**src/rtl/cdb_arbiter.sv**
```systemverilog
// Common data bus arbiter: round-robin grant among execution units and a
// one-cycle registered broadcast of the winner's tag, data and ROB id.
module cdb_arbiter #(
  parameter int NUM_EXU   = 4,
  parameter int TAG_W     = 4,
  parameter int ROB_DEPTH = 16,
  parameter int ROB_PTR_W = $clog2(ROB_DEPTH)
) (
  input  logic                           clk,
  input  logic                           rst,
  input  logic                           flush,
  input  logic [NUM_EXU-1:0]             exu_req,
  output logic [NUM_EXU-1:0]             exu_rdy,
  input  logic [NUM_EXU*TAG_W-1:0]       exu_tag,
  input  logic [NUM_EXU*32-1:0]          exu_wdata,
  input  logic [NUM_EXU*ROB_PTR_W-1:0]   exu_inst_id,
  output logic                           cdb_wr,
  output logic [TAG_W-1:0]               cdb_tag,
  output logic [31:0]                    cdb_wdata,
  output logic [ROB_PTR_W-1:0]           cdb_inst_id
);

  localparam int RR_W = (NUM_EXU > 1) ? $clog2(NUM_EXU) : 1;

  logic [RR_W-1:0]      rr_ptr_q, rr_ptr_d;
  logic                 cdb_wr_q, cdb_wr_d;
  logic [TAG_W-1:0]     cdb_tag_q, cdb_tag_d;
  logic [31:0]          cdb_wdata_q, cdb_wdata_d;
  logic [ROB_PTR_W-1:0] cdb_inst_id_q, cdb_inst_id_d;

  logic                 grant_found;
  logic [RR_W-1:0]      grant_idx;
  logic [RR_W-1:0]      cand_idx;
  logic [NUM_EXU-1:0]   grant;

  // Rotating priority search; depends only on req, pointer, flush and reset.
  always_comb begin
    grant       = '0;
    grant_found = 1'b0;
    grant_idx   = '0;
    cand_idx    = '0;
    if (!rst && !flush) begin
      for (int k = 0; k < NUM_EXU; k++) begin
        cand_idx = RR_W'((int'(rr_ptr_q) + k) % NUM_EXU);
        if (!grant_found && exu_req[cand_idx]) begin
          grant_found = 1'b1;
          grant_idx   = cand_idx;
        end
      end
      if (grant_found) grant[grant_idx] = 1'b1;
    end
  end

  always_comb begin
    rr_ptr_d      = rr_ptr_q;
    cdb_wr_d      = grant_found;
    cdb_tag_d     = cdb_tag_q;
    cdb_wdata_d   = cdb_wdata_q;
    cdb_inst_id_d = cdb_inst_id_q;
    if (grant_found) begin
      rr_ptr_d      = (grant_idx == RR_W'(NUM_EXU - 1)) ? '0 : grant_idx + RR_W'(1);
      cdb_tag_d     = exu_tag[int'(grant_idx)*TAG_W +: TAG_W];
      cdb_wdata_d   = exu_wdata[int'(grant_idx)*32 +: 32];
      cdb_inst_id_d = exu_inst_id[int'(grant_idx)*ROB_PTR_W +: ROB_PTR_W];
    end
    if (flush) rr_ptr_d = '0;
  end

  always_ff @(posedge clk) begin
    if (rst) begin
      rr_ptr_q      <= '0;
      cdb_wr_q      <= 1'b0;
      cdb_tag_q     <= '0;
      cdb_wdata_q   <= '0;
      cdb_inst_id_q <= '0;
    end else begin
      rr_ptr_q      <= rr_ptr_d;
      cdb_wr_q      <= cdb_wr_d;
      cdb_tag_q     <= cdb_tag_d;
      cdb_wdata_q   <= cdb_wdata_d;
      cdb_inst_id_q <= cdb_inst_id_d;
    end
  end

  assign exu_rdy     = grant;
  assign cdb_wr      = cdb_wr_q;
  assign cdb_tag     = cdb_tag_q;
  assign cdb_wdata   = cdb_wdata_q;
  assign cdb_inst_id = cdb_inst_id_q;

endmodule

```
**config.mk**
```make
export PLATFORM = sky130hd
export DESIGN_NAME = cdb_arbiter
export DESIGN_NICKNAME = d
export VERILOG_FILES = /design/src/rtl/cdb_arbiter.sv
export SDC_FILE = /design/constraint.sdc
export NUM_CORES = 1
export LEC_CHECK = 0
export BUFFER_PORTS_ARGS = -buffer_cell sky130_fd_sc_hd__clkbuf_2
export CORE_MARGIN = 3
export CORE_UTILIZATION = 38
export DETAILED_ROUTE_END_ITERATION = 8
export PLACE_DENSITY = 0.9
export REMOVE_ABC_BUFFERS = 1
export SYNTH_ARGS = -nofsm -noshare
export SYNTH_HDL_FRONTEND = slang
export SYNTH_SLANG_ARGS = --single-unit
```
**constraint.sdc**
```tcl
create_clock -name clk -period 1.98 [get_ports clk]
set_clock_uncertainty 0.2 [all_clocks]
set_input_delay 0.396 -clock clk [delete_from_list [all_inputs] [get_ports clk]]
set_output_delay 0.396 -clock clk [all_outputs]
set_load 0.005 [all_outputs]
```
==> flow_summary.json <==
{
  "clock-root-buffer": "clkbuf_8",
  "p_leak_nw": 2.05,
  "die-area_sq_um": 7500,
  "clock_latency_ns": 0.29,
  "path_class": "flip-flop to primary output",
  "reg2reg_from": "rr_ptr_q[1]$_SDFFE_PN0P_",
  "dp.final_hpwl_um": 7380,
  "end_kind": "primary output",
  "viasPerCell": 5.50,
  "grt_pass1_wl_um": 14600,
  "wl_um": 10400,
  "yosys.area_share.adder_pct": 0,
  "max_slew_margin_pct": 74.8,
  "clk_path_buf_depth": 2,
  "layout_commonest_cell": "clkbuf_2",
  "status": "finished with violations",
  "placed_cells_incl_taps": 541,
  "grtUsageTotal_pct": 24.3,
  "drive_gt1_share_pct": 59.1,
  "worstRegToRegCells": 8,
  "whs_ns": 0.195,
  "mostFrequentLayoutCells": "clkbuf_2, mux2i_1, nand2_1, dfxtp_1, o221ai_1",
  "path_clk_slew_ns": 0.08,
  "route.detailed.drc": 0,
  "dr.pass1.iters": 5,
  "fmax_ghz": 0.465,
  "design_area_sq_um": 4310,
  "violations": "negative setup slack",
  "num_io_pins": 212,
  "yosys.area_share.simple_pct": 10.5,
  "period_needed_ns": 2.15,
  "syn_inst": 254,
  "rr_endpoint": "cdb_tag[0]$_SDFFE_PP0P_",
  "start_kind": "flip-flop",
  "worstPathCellList": "nor2b_4, nand4b_1, nand2_2, buf_6, nor4_4, buf_2",
  "first_iter_violations": 141,
  "h-tree-depth": 2,
  "worstPathArrival_ns": 1.55,
  "initial_core_util_pct": 40.5,
  "yosys_warnings": 0,
  "cp_slowest_cell": "dfxtp_4",
  "crit_required_ns": 1.38,
  "synth_top_family_by_area": "multiplexers",
  "worst_slack_ns": -0.168,
  "maxCapViolCount": 0,
  "min_path_type": "input port to flip-flop",
  "rsz0062_at_grt": "true",
  "cts_hold_buf": 0,
  "io_buffer_count": 211,
  "grt_max_degree": 24,
  "cpPeakStageDelay_ns": 0.37,
  "cts_tree": "built",
  "period_share_pct": 109,
  "placed_cell_area_sq_um": 3780,
  "hp-start": "exu_wdata[29]",
  "nNetsFinal": 659,
  "dpl_worst_slack_ns": -0.314,
  "ir_drop_mv": 0.389,
  "core_sq_um": 6100,
  "synth_area_sq_um": 2470,
  "r2r_setup_slack_ns": -0.17,
  "synth.avg_cell_area_sq_um": 9.72,
  "area_growth_pct": 74.7,
  "synthXorXnorAreaFrac_pct": 0,
  "die_h_um": 86.6,
  "gp_congestion": 1.00,
  "synth-seq-cells": 43,
  "synthMuxAreaShare_pct": 32.4,
  "antenna_cells": 0,
  "tightest_slew_ns": 0.372,
  "rows": 28,
  "routedWlPerCell_um": 18.4,
  "ant_nets": 0,
  "critPathMaxFanout": 4,
  "grt-ovfl-total": 0,
  "ys_seq_area_share_pct": 34.9,
  "synth_compound_area_share_pct": 16.7,
  "die_x_um": 86.6,
  "yosys.cell_types.count": 23,
  "min_path_cells": 3,
  "hold_viol": 0,
  "grt_pass1_vias": 3106,
  "grt_antenna_before_repair": 0,
  "clock-sinks": 43,
  "slew_viol_final": 0,
  "cts_made_buffers": 5,
  "hold_path_end": "cdb_wdata[29]$_SDFFE_PP0P_",
  "p_per_area_nw_per_um2": 556,
  "setup_viol": 44,
  "fin_cells": 566,
  "vias": 3115
}
[layer usage]
metal | global-route usage, % | vias up | wire length [um]
met5 | 0 | - | 0
met4 | 7.93 | 0 | 190
met3 | 4.75 | 20 | 701
met2 | 45.7 | 155 | 5640
met1 | 27.0 | 1491 | 3900
li1 | - | 1449 | -
[critical path, delay by kind of cell (launching register included)]
kind | cells | cell delay [ns]
simple gates | 4 | 0.59
flops | 1 | 0.37
buf+inv | 2 | 0.29
[registers in the layout, indices dropped and copies added (netlist names)]
register / cells
cdb_wdata: 32
cdb_inst_id: 4
cdb_tag: 4
rr_ptr_q: 2
cdb_wr: 1
[report_power, final]
group	total (mW)	internal (mW)	leakage [nW]	switching, mW
Combinational	0.873	0.485	1.65	0.389
Sequential	1.00	0.951	0.356	0.0510
Clock	0.524	0.236	0.0371	0.288
Total	2.40	1.67	2.05	0.728
[worst max path at each step]
stage | startpoint | end | slack [ns] | cells past startpoint
after CTS | rr_ptr_q[1]$_SDFFE_PN0P_ | exu_rdy[0] | -0.13 | 5
final | rr_ptr_q[0]$_SDFFE_PN0P_ | exu_rdy[2] | -0.17 | 6
after floorplan | exu_req[1] | cdb_inst_id[0]$_SDFFE_PP0P_ | -1.17 | 5
after detailed placement | exu_req[1] | exu_rdy[0] | -0.31 | 7
after global routing | rr_ptr_q[0]$_SDFFE_PN0P_ | exu_rdy[2] | -0.22 | 6
after global placement | exu_req[3] | exu_rdy[0] | -0.30 | 7
[cell families after synthesis]
kind of cell	count (synthesis)
AND/OR/NAND/NOR	61
AO/OA/AOI/OAI	48
buffers and inverters	22
flip-flops	43
multiplexers	80
[stage by stage]
step	power, mW	util (%)	setup TNS [ns]
finish	2.40	70.7	-4.07
global route	2.51	70.7	-6.20
CTS	2.30	65.4	-1.63
detailed placement	1.74	61.9	-6.35
global placement	1.71	61.9	-4.25
floorplan	1.33	-	-48.85
[synthesized netlist by cell type]
cell type,number,area share (%)
mux2i_1,80,32
dfxtp_1,43,35
nand2_1,43,6.5
o221ai_1,40,14
buf_2,9,1.8
nor2_1,7,1.1
buf_6,4,1.8
clkbuf_1,4,0.61
buf_4,3,0.91
nand2b_1,3,0.76
a211oi_1,2,0.61
a21oi_1,2,0.41
inv_1,2,0.30
nand4b_1,2,0.71
nor4_1,2,0.51
a21oi_2,1,0.35
nand2_2,1,0.25
nor2b_1,1,0.25
nor3_1,1,0.20
o32a_1,1,0.41
o32ai_1,1,0.35
o41ai_1,1,0.35
or2_2,1,0.25
[repair_timing]
item | in CTS | in global routing
setup buffers | 7 | 7
resized for setup | 14 | 35
endpoints found under the setup margin | 5 | 44
gates cloned | 1 | 5
pin swaps | 24 | 29
[final cells by class]
| cell class | count | area [sq um] |
|---|---|---|
| Clock buffer | 6 | 72.6 |
| Fill cell | 453 | 1780 |
| Inverter | 2 | 7.51 |
| Multi-Input combinational cell | 189 | 1680 |
| Sequential cell | 43 | 868 |
| Tap cell | 75 | 93.8 |
| Timing Repair Buffer | 251 | 1590 |
(Power assumes the default switching activity.)
